### config.mk
export PLATFORM = sky130hd
export DESIGN_NAME = fact_ctrl_param_flat
export DESIGN_NICKNAME = d
export VERILOG_FILES = /design/src/rtl/fact_pkg.sv /design/src/rtl/fact_ctrl_param_if.sv /design/src/rtl/fact_ctrl_ns.sv /design/src/rtl/fact_ctrl_param.sv /design/src/flat_wrapper.sv
export SDC_FILE = /design/constraint.sdc
export NUM_CORES = 1
export LEC_CHECK = 0
export ABC_CLOCK_PERIOD_IN_PS = 2700
export CORE_AREA = 2 2 131 133
export CTS_CLUSTER_SIZE = 8
export DETAILED_ROUTE_END_ITERATION = 7
export DIE_AREA = 0 0 133 135
export GPL_ROUTABILITY_DRIVEN = 1
export PLACE_DENSITY = 0.71
export REMOVE_ABC_BUFFERS = 1
export SYNTH_ARGS = -nofsm -noshare
export SYNTH_HDL_FRONTEND = slang
export SYNTH_SLANG_ARGS = --single-unit
### constraint.sdc
create_clock -name clk -period 2.7 [get_ports clk]
set_input_delay 0.405 -clock clk [delete_from_list [all_inputs] [get_ports clk]]
set_output_delay 0.405 -clock clk [all_outputs]
set_load 0.01 [all_outputs]
### src/rtl/fact_pkg.sv
// Shared definitions for the factorial sequencer: state encoding and opdone status codes.
package fact_pkg;

  typedef logic [2:0] state_t;

  localparam state_t ST_IDLE    = 3'd0;
  localparam state_t ST_LOAD    = 3'd1;
  localparam state_t ST_MUL     = 3'd2;
  localparam state_t ST_WAIT    = 3'd3;
  localparam state_t ST_UPDATE  = 3'd4;
  localparam state_t ST_M_CLEAR = 3'd5;
  localparam state_t ST_DONE    = 3'd6;

  localparam logic [1:0] OPDONE_IDLE = 2'b00;
  localparam logic [1:0] OPDONE_BUSY = 2'b10;
  localparam logic [1:0] OPDONE_DONE = 2'b11;

endpackage

### src/rtl/fact_ctrl_param_if.sv
// Start/done handshake between the factorial sequencer (master) and the multiplier core (slave).
interface fact_ctrl_param_if #(
  parameter int RWIDTH = 64
);

  logic                  m_opstart;
  logic                  m_opclear;
  logic [RWIDTH-1:0]     m_multiplicand;
  logic [RWIDTH-1:0]     m_multiplier;
  logic                  m_opdone;
  logic [2*RWIDTH-1:0]   m_result;

  modport master (
    output m_opstart, m_opclear, m_multiplicand, m_multiplier,
    input  m_opdone, m_result
  );

  modport slave (
    input  m_opstart, m_opclear, m_multiplicand, m_multiplier,
    output m_opdone, m_result
  );

endinterface

### src/rtl/fact_ctrl_ns.sv
// Next-state function of the factorial sequencer; opclear overrides every transition.
module fact_ctrl_ns
  import fact_pkg::*;
(
  input  state_t state,
  input  logic   opstart,
  input  logic   opclear,
  input  logic   cnt_le1,
  input  logic   cnt_le2,
  input  logic   m_opdone,
  output state_t n_state
);

  always_comb begin
    // NOTE: default first so every path assigns n_state and no latch is inferred.
    n_state = state;
    case (state)
      ST_IDLE:    if (opstart)  n_state = ST_LOAD;
      ST_LOAD:    n_state = cnt_le1 ? ST_DONE : ST_MUL;
      ST_MUL:     n_state = ST_WAIT;
      ST_WAIT:    if (m_opdone) n_state = ST_UPDATE;
      ST_UPDATE:  n_state = cnt_le2 ? ST_DONE : ST_M_CLEAR;
      ST_M_CLEAR: n_state = ST_MUL;
      ST_DONE:    n_state = ST_DONE;
      default:    n_state = ST_IDLE;
    endcase
    if (opclear) n_state = ST_IDLE;
  end

endmodule

### src/rtl/fact_ctrl_param.sv
// Factorial sequencer: computes operand! by iterating an external multiplier over a start/done handshake.
module fact_ctrl_param
  import fact_pkg::*;
#(
  parameter int OWIDTH = 8,
  parameter int RWIDTH = 64
) (
  input  logic              clk,
  input  logic              reset,
  input  logic              opstart,
  input  logic              opclear,
  input  logic [OWIDTH-1:0] operand,
  output logic [1:0]        opdone,
  output logic [RWIDTH-1:0] result,
  output logic              overflow,
  fact_ctrl_param_if.master mif
);

  state_t            state;
  state_t            n_state;
  logic [RWIDTH-1:0] acc;
  logic [OWIDTH-1:0] cnt;
  logic              cnt_le1;
  logic              cnt_le2;

  assign cnt_le1 = (cnt <= OWIDTH'(1));
  // Finishing on cnt<=2 also lets n=2 stop after its single 2*1 multiply.
  assign cnt_le2 = (cnt <= OWIDTH'(2));

  fact_ctrl_ns u_ns (
    .state    (state),
    .opstart  (opstart),
    .opclear  (opclear),
    .cnt_le1  (cnt_le1),
    .cnt_le2  (cnt_le2),
    .m_opdone (mif.m_opdone),
    .n_state  (n_state)
  );

  always_ff @(posedge clk or posedge reset) begin
    // NOTE: sequential state uses non-blocking assignments so all flops update together.
    if (reset) state <= ST_IDLE;
    else       state <= n_state;
  end

  always_ff @(posedge clk or posedge reset) begin
    if (reset) begin
      acc      <= '0;
      cnt      <= '0;
      overflow <= 1'b0;
    end else if (opclear) begin
      acc      <= '0;
      cnt      <= '0;
      overflow <= 1'b0;
    end else begin
      case (state)
        ST_IDLE: begin
          if (opstart) begin
            cnt      <= operand;
            overflow <= 1'b0;
          end
        end
        ST_LOAD: begin
          if (cnt_le1) begin
            acc <= RWIDTH'(1);
          end else begin
            acc <= RWIDTH'(cnt);
            cnt <= cnt - OWIDTH'(1);
          end
        end
        ST_UPDATE: begin
          acc      <= mif.m_result[RWIDTH-1:0];
          overflow <= overflow | (|mif.m_result[2*RWIDTH-1:RWIDTH]);
          if (!cnt_le2) cnt <= cnt - OWIDTH'(1);
        end
        default: ;
      endcase
    end
  end

  // acc and cnt only move in LOAD/UPDATE, so the operands stay stable through MUL and WAIT.
  always_comb begin
    opdone             = OPDONE_BUSY;
    result             = '0;
    mif.m_opstart      = 1'b0;
    mif.m_opclear      = opclear && (state != ST_IDLE);
    mif.m_multiplicand = acc;
    mif.m_multiplier   = RWIDTH'(cnt);
    case (state)
      ST_IDLE:    opdone = OPDONE_IDLE;
      ST_MUL:     mif.m_opstart = 1'b1;
      ST_M_CLEAR: mif.m_opclear = 1'b1;
      ST_DONE: begin
        opdone = OPDONE_DONE;
        result = acc;
      end
      default: ;
    endcase
  end

endmodule

### src/flat_wrapper.sv
// flat-port wrapper written by rule: the top's interface ports become plain ports
module fact_ctrl_param_flat import fact_pkg::*;
#(
  parameter int OWIDTH = 8,
  parameter int RWIDTH = 64
)
  (clk, reset, opstart, opclear, operand, opdone, result, overflow, mif_m_opstart, mif_m_opclear, mif_m_multiplicand, mif_m_multiplier, mif_m_opdone, mif_m_result);
  fact_ctrl_param_if #(.RWIDTH(RWIDTH)) mif_i ();
  input  logic clk;
  input  logic reset;
  input  logic opstart;
  input  logic opclear;
  input  logic [OWIDTH-1:0] operand;
  output logic [1:0] opdone;
  output logic [RWIDTH-1:0] result;
  output logic overflow;
  output wire logic [$bits(mif_i.m_opstart)-1:0] mif_m_opstart;
  output wire logic [$bits(mif_i.m_opclear)-1:0] mif_m_opclear;
  output wire logic [$bits(mif_i.m_multiplicand)-1:0] mif_m_multiplicand;
  output wire logic [$bits(mif_i.m_multiplier)-1:0] mif_m_multiplier;
  input wire logic [$bits(mif_i.m_opdone)-1:0] mif_m_opdone;
  input wire logic [$bits(mif_i.m_result)-1:0] mif_m_result;
  assign mif_m_opstart = mif_i.m_opstart;
  assign mif_m_opclear = mif_i.m_opclear;
  assign mif_m_multiplicand = mif_i.m_multiplicand;
  assign mif_m_multiplier = mif_i.m_multiplier;
  assign mif_i.m_opdone = mif_m_opdone;
  assign mif_i.m_result = mif_m_result;
  fact_ctrl_param #(.OWIDTH(OWIDTH), .RWIDTH(RWIDTH)) u_core (.clk(clk), .reset(reset), .opstart(opstart), .opclear(opclear), .operand(operand), .opdone(opdone), .result(result), .overflow(overflow), .mif(mif_i));
endmodule
==> metrics, run 1 <==
run status=finished clean; width of the chip=133 um; Fin. Hold Viols=0; CTS tree=done; largest net degree at the start of global routing=68; critical path required time=around 2300 ps; Comb power frac=about 30%; Reg2Reg Setup Slack=~700 ps; Yosys warning total=0; fin crit share=approximately 90%; Core ar.=about 0.016 mm2; dominant cell type by area after synthesis=dfrtp_1; sequential share of power=36.7%; clock tree buffer depth=2; Mapped Area=roughly 0.0043 mm2; ys flop type=dfrtp_1; RR Endpoint=u_core.mif.m_multiplicand[0]; fmax=412 MHz; dpl cell area=~0.0072 mm2; Post-synth EDFFs=0; Final Non-Filler Cells=924; Slew headroom=between 50% and 60%; Pwr Total=between 3 and 4 mW; cell count after synthesis=between 400 and 500; crit start category=register; top cell type's share of synthesized area=between 40 and 50%; CTS Root Cell=clkbuf_16; total negative setup slack=0 ps; Worst Setup End Kind=output pin; Seq/Total Area, Yosys=approximately 44%; die area=roughly 0.018 mm2; met1 usage=a little over a fifth; DIE HEIGHT=135 um; crit path DAT=around 2000 ps; Synth Register Bits=76; post-route setup slack=276 ps; worst slack, placed=roughly 400 ps; IO Pins=338; Setup Fix Bufs, Post-CTS=0; Final setup viols=0; mean routed wirelength per cell=about 17 um; ANT cells=0; H-tree Lvls=3; placed cell count=908; post-synth cell types=43; Post-Syn Area per Cell=between 9 and 10 um2; asr flop ratio synth=100%; R2R depth=5; critical path start-end classification=reg2out; vias per inst=about 4.7; row cnt=47; R2R Path Start=u_core.state[1]; met3 usage=~3.6%; top cells by area, synth=dfrtp_1, a22o_1, buf_4, and3_1, nor4_1; fin area=between 0.007 and 0.008 mm2; unrepaired setup endpoints after global routing=false; final clock skew=between 7 and 8 ps; Max VDD drop=a little under 0.3 mV; Post-DRT Antenna Nets=0; later-pin clock latency in the skew report=around 340 ps; first-pass GRT wire length=~24 mm; most frequent cells after synthesis=dfrtp_1, and3_1, a22o_1; Clock Pin Slew Worst Setup and Hold Paths=~60 ps; met2 Use GR=between 30% and 40%; sw power=1.17 mW; vias=between 4000 and 5000; fillers=1545; Num CTS Buffers=9; P_int=approximately 2.5 mW; CTS Hold Buffers Added=0; Clock power frac=around 34%; Post-CTS Resized=0; hold crit path type=in2async; Final #Nets=~840; PortBufs=around 280; area grow syn2layout=74.5%; CTS Sinks=76; switching share of power=a little under a third; vias in the first global route=about 4200; total grt overflow=0; post-layout util=45.8%; Total Routing Usage GR=17.6%; initial antenna violation count=0; number of max-cap violations=0; final WL=roughly 16 mm; fraction of final layout cells sized beyond drive strength 1=between 5 and 6%; most used routing layer=met2; top-count cell post-synth=dfrtp_1; min Tclk post-route=approximately 2400 ps; leakage=around 3.3 nW; First-pass DRT Iterations=4; Post-route DRC=0; worst-path maximum fanout=36; Initial DRC Count=around 260; PD cells=a little under 500 mW/mm2; post-DP HPWL=roughly 12 mm; Worst Tran Pin Value=685 ps; Slew Limit Fails=0; GPL Wtd Cong=0.825; Worst Hold Slack=429 ps; Initial Util=26.2%
## flip-flops by register name, summed over array words and instances, names as in the netlist
name and cells:
u_core.cnt 8, u_core.mif.m_multiplicand 64, u_core.overflow 1, u_core.state 3
## power by group through the flow
| stage | Sequential, mW | Combinational [mW] | Clock [mW] |
|---|---|---|---|
| 3_3_place_gp | 1.38 | 1.08 | 0 |
| 6_report | 1.36 | 1.09 | 1.25 |
| 5_1_grt | 1.38 | 1.18 | 1.32 |
| 3_5_place_dp | 1.38 | 1.09 | 0 |
| 2_1_floorplan | 1.39 | 0.448 | 0 |
| 4_1_cts | 1.36 | 1.10 | 1.29 |
## final cells by class
type	instances	area (um2)	share of cell area (%)
Timing Repair Buffer	295	2980	39.7
Multi-Input combinational cell	313	2030	27.0
Sequential cell	76	1910	25.4
Tap cell	220	275	3.67
Clock buffer	11	243	3.23
Clock inverter	5	60.1	0.800
Inverter	4	16.3	0.217
## cell families (layout without fill, tap and decap cells)
family | count (synthesis) | count (layout) | synth area share (%)
adders and majority gates | 3 | 3 | 0.873
DFF | 76 | 76 | 44.2
other | 1 | 56 | 0.0872
buffers and inverters | 98 | 315 | 14.0
and+or+nand+nor | 136 | 136 | 19.1
muxes | 8 | 8 | 1.86
AOI/OAI and AO/OA | 109 | 109 | 19.7
xor gates and xnor gates | 1 | 1 | 0.204
## worst max-delay path by stage
stage                    end  slack (ps)  cells past startpoint       startpoint
2_1_floorplan  u_core.cnt[0]       -1620                      5  u_core.state[1]
3_3_place_gp   mif_m_opclear         380                      4          opclear
4_1_cts        mif_m_opstart          70                      3  u_core.state[1]
6_report       mif_m_opstart         280                      3  u_core.state[1]
5_1_grt        mif_m_opstart         140                      3  u_core.state[1]
3_5_place_dp   mif_m_opclear         400                      4          opclear
## per-layer routing
layer | part of all wire (%) | up-vias | routed length [um]
li1 | - | 2035 | -
met1 | 41 | 2113 | 6640
met2 | 51 | 211 | 8210
met3 | 6.1 | 20 | 988
met4 | 1.9 | 0 | 314
met5 | 0 | - | 0
## placed cells by master (no fill, tap or decap), types with 5 or more instances in the layout
cell type | Yosys | layout
clkdlybuf4s50_1 | 0 | 281
dfrtp_1 | 76 | 75
and3_1 | 64 | 64
a22o_1 | 57 | 57
conb_1 | 1 | 56
nor4_1 | 17 | 17
nor2_1 | 17 | 16
o21ai_0 | 14 | 14
a21oi_1 | 9 | 9
a211oi_1 | 9 | 9
clkbuf_16 | 0 | 9
buf_4 | 56 | 9
mux2i_1 | 8 | 8
nand2_1 | 6 | 6
a32oi_1 | 5 | 5
nor2b_1 | 6 | 5
buf_12 | 0 | 5
## worst max-delay path: stages, from the launching register on
cell and delay (ps):
dfrtp_4 650, nor3b_1 310, buf_4 170, clkdlybuf4s50_1 530
Note: power is estimated with default switching activity, not from simulation.
==> run 2: changes to the inputs <==
Settings changed: CTS_BUF_LIST from default to sky130_fd_sc_hd__clkbuf_4, SETUP_SLACK_MARGIN from default to 0.4, SYNTH_HIERARCHICAL from default to 1.
==> metrics, run 2 <==
width of the chip=133 um (unchanged); top-count cell post-synth=dfrtp_1; vias=4326 (-1.2%); crit path DAT=1870 ps (-150 ps); H-tree Lvls=3 (unchanged); Post-DRT Antenna Nets=0 (unchanged); final WL=16.3 mm (+0.66%); run status=finished clean; critical path start-end classification=reg2out; Post-route DRC=0 (unchanged); top cells by area, synth=dfrtp_1, a22o_1, buf_4, and2_1, nor4_1; IO Pins=338 (unchanged); Initial DRC Count=194 (-24%); critical path cell sequence=buf_6 > and3_4 > buf_6 > buf_12 > clkbuf_16 > and2_1 > buf_2; number of flip-flops in the largest register=64 (unchanged); DIE HEIGHT=135 um (unchanged); later-pin clock latency in the skew report=450 ps (+110 ps); P_int=2.58 mW (+2.4%); Post-Syn Area per Cell=10.1 um2 (+1.1%); hold crit path type=in2async; first-pass GRT wire length=23.8 mm (-2.4%); Final setup viols=0 (unchanged); sequential share of power=36.5% (-0.2 points); Clock power frac=22.8% (-11 points); Worst Setup End Kind=output pin; switching share of power=35.5% (+3.8 points); most frequent cells in the layout=clkdlybuf4s50_1, dfrtp_1, a22o_1, conb_1, and2_1; number of max-cap violations=0 (unchanged); CTS Hold Buffers Added=0 (unchanged); sw power=1.42 mW (+21%); Final #Nets=866 (+2.7%); fraction of final layout cells sized beyond drive strength 1=19.3% (+13 points); top cell type's share of synthesized area=44.1% (-0.15 points); asr flop ratio synth=100% (unchanged); Num CTS Buffers=9 (unchanged); Yosys warning total=6 (+6); clock tree buffer depth=2 (unchanged); Post-synth EDFFs=0 (unchanged); most frequent cells after synthesis=dfrtp_1, and2_1, buf_4; Seq/Total Area, Yosys=44.1% (-0.15 points); CTS Root Cell=clkbuf_4; cell count after synthesis=429 (-0.69%); commonest non-fill, non-tap cell in the layout=clkdlybuf4s50_1; total negative setup slack=0 ps (unchanged); crit path buf inv count=5 (+3); min Tclk post-route=2270 ps (-151 ps); CTS tree=done; largest net degree at the start of global routing=46 (-32%); Comb power frac=40.6% (+11 points); die area=0.0180 mm2 (unchanged); critical path's largest stage delay=410 ps (-240 ps); Slew headroom=45.5% (-8.5 points); GPL Wtd Cong=0.820 (-0.53%); Synth Register Bits=76 (unchanged); post-DP HPWL=11.4 mm (-6.3%); final clock skew=16.8 ps (+9.17 ps); total grt overflow=0 (unchanged); critical path required time=2300 ps (about the same); slowest CP cell=dfrtp_1; Initial Util=26.3% (+0.092 points); Pwr Total=4.00 mW (+8.4%); Max VDD drop=0.341 mV (+15%); Total Routing Usage GR=17.2% (-0.41 points); vias per inst=4.56 (-3.7%); Worst Tran Pin Value=817 ps (+132 ps); Core ar.=0.0164 mm2 (unchanged); crit start category=register; leakage=3.41 nW (+2.0%); dominant cell type by area after synthesis=dfrtp_1; post-synth cell types=58 (+35%); crit-path most repeated cell=buf_6; Mapped Area=0.00432 mm2 (+0.35%); initial antenna violation count=1 (+1); Fin. Hold Viols=0 (unchanged); Clock Pin Slew Worst Setup and Hold Paths=130 ps (+70 ps); row cnt=47 (unchanged); vias in the first global route=4025 (-4.9%); ys flop type=dfrtp_1; Slew Limit Fails=0 (unchanged); fin crit share=84.2% (-5.6 points); worst-path maximum fanout=8 (-78%); area grow syn2layout=71.6%; PortBufs=281 (unchanged); delay-heaviest family, CP=buffers and inverters; mean routed wirelength per cell=17.1 um (-1.9%); PD cells=540 mW/mm2 (+9.9%); CTS Sinks=76 (unchanged); First-pass DRT Iterations=6 (+2); unrepaired setup endpoints after global routing=true; fmax=440 MHz (+6.6%)
## run 2: cell count changes in the layout (fill, tap and decap cells not counted), moves of 8 or more
cell,delta
clkdlybuf4s50_1,-69
and3_1,-62
and2_1,+49
buf_2,+35
buf_6,+16
clkbuf_2,+16
and2_4,+14
o21ai_0,-11
clkbuf_4,+10
clkbuf_16,-8
## run 2: kinds of logic (layout without fill, tap and decap cells)
| kind of cell | count (synthesis) | in the layout | synth area share [%] |
|---|---|---|---|
| xor+xnor | 2 | 2 | 0.406 |
| buf+inv | 91 | 333 | 14.0 |
| mux | 3 | 3 | 0.725 |
| compound gates | 107 | 107 | 20.0 |
| flops | 76 | 76 | 44.1 |
| simple gates | 146 | 147 | 19.9 |
| fa+ha+maj | 3 | 3 | 0.870 |
| other cells | 1 | 57 | 0.0869 |
## run 2: timing repair
action | in CTS | in global routing
pin swaps | 1 | 6
setup buffers | 9 | 1
resized for setup | 228 | 50
endpoints found under the setup margin | 66 | 63
cloned | 4 | 2
endpoints found under the hold margin | 0 | 0
## run 2: power groups by stage
stage / clock network (mW) / logic (mW) / registers, mW
floorplan: 0 / 0.709 / 1.51
global placement: 0 / 1.54 / 1.48
detailed placement: 0 / 1.55 / 1.49
CTS: 0.948 / 1.61 / 1.46
global route: 0.989 / 1.78 / 1.49
finish: 0.914 / 1.63 / 1.46
## run 2: layout make-up
| cell class | count | area [um2] |
|---|---|---|
| multi-input cells | 318 | 2080 |
| inverters | 9 | 35.0 |
| diodes | 1 | 2.50 |
| clock inverters | 6 | 111 |
| flip-flops and latches | 76 | 1900 |
| clock buffers | 10 | 75.1 |
| well taps | 220 | 275 |
| fillers | 1605 | 9000 |
| repair buffers | 308 | 2930 |
## run 2: path summary, 6_finish.rpt
check | slack (ps) | startpoint | endpoint | cells past startpoint
max | 430 | u_core/state[2] | result[63] | 7
min | 300 | reset | u_core/mif.m_multiplicand[3] | 2
max reg2reg | 540 | u_core/state[1] | u_core/mif.m_multiplicand[62] | 6
min reg2reg | 530 | u_core/mif.m_multiplicand[15] | u_core/mif.m_multiplicand[15] | 1
max in group asynchronous | 1730 | reset | u_core/mif.m_multiplicand[39] | 3
min in group clk | 530 | u_core/mif.m_multiplicand[15] | u_core/mif.m_multiplicand[15] | 1
## run 2: layer usage
layer | up-vias | share of wire [%] | global-route usage, %
met4 | 0 | 1.8 | 5.14
met3 | 16 | 6.7 | 4.88
met2 | 199 | 49 | 29.1
met1 | 2079 | 42 | 21.5
li1 | 2032 | - | -
met5 | - | 0 | 0
## run 2: per-stage QoR
stage	area (um2)	util (%)	worst slack (ps)	hold WS, ps	std cells
after CTS	7370	44.9	343	296	944
after global routing	7410	45.1	354	321	948
after floorplan	3950	-	-539	468	402
final	7410	45.1	426	303	948
after detailed placement	7180	43.8	140	507	915
after global placement	7180	43.8	192	506	915
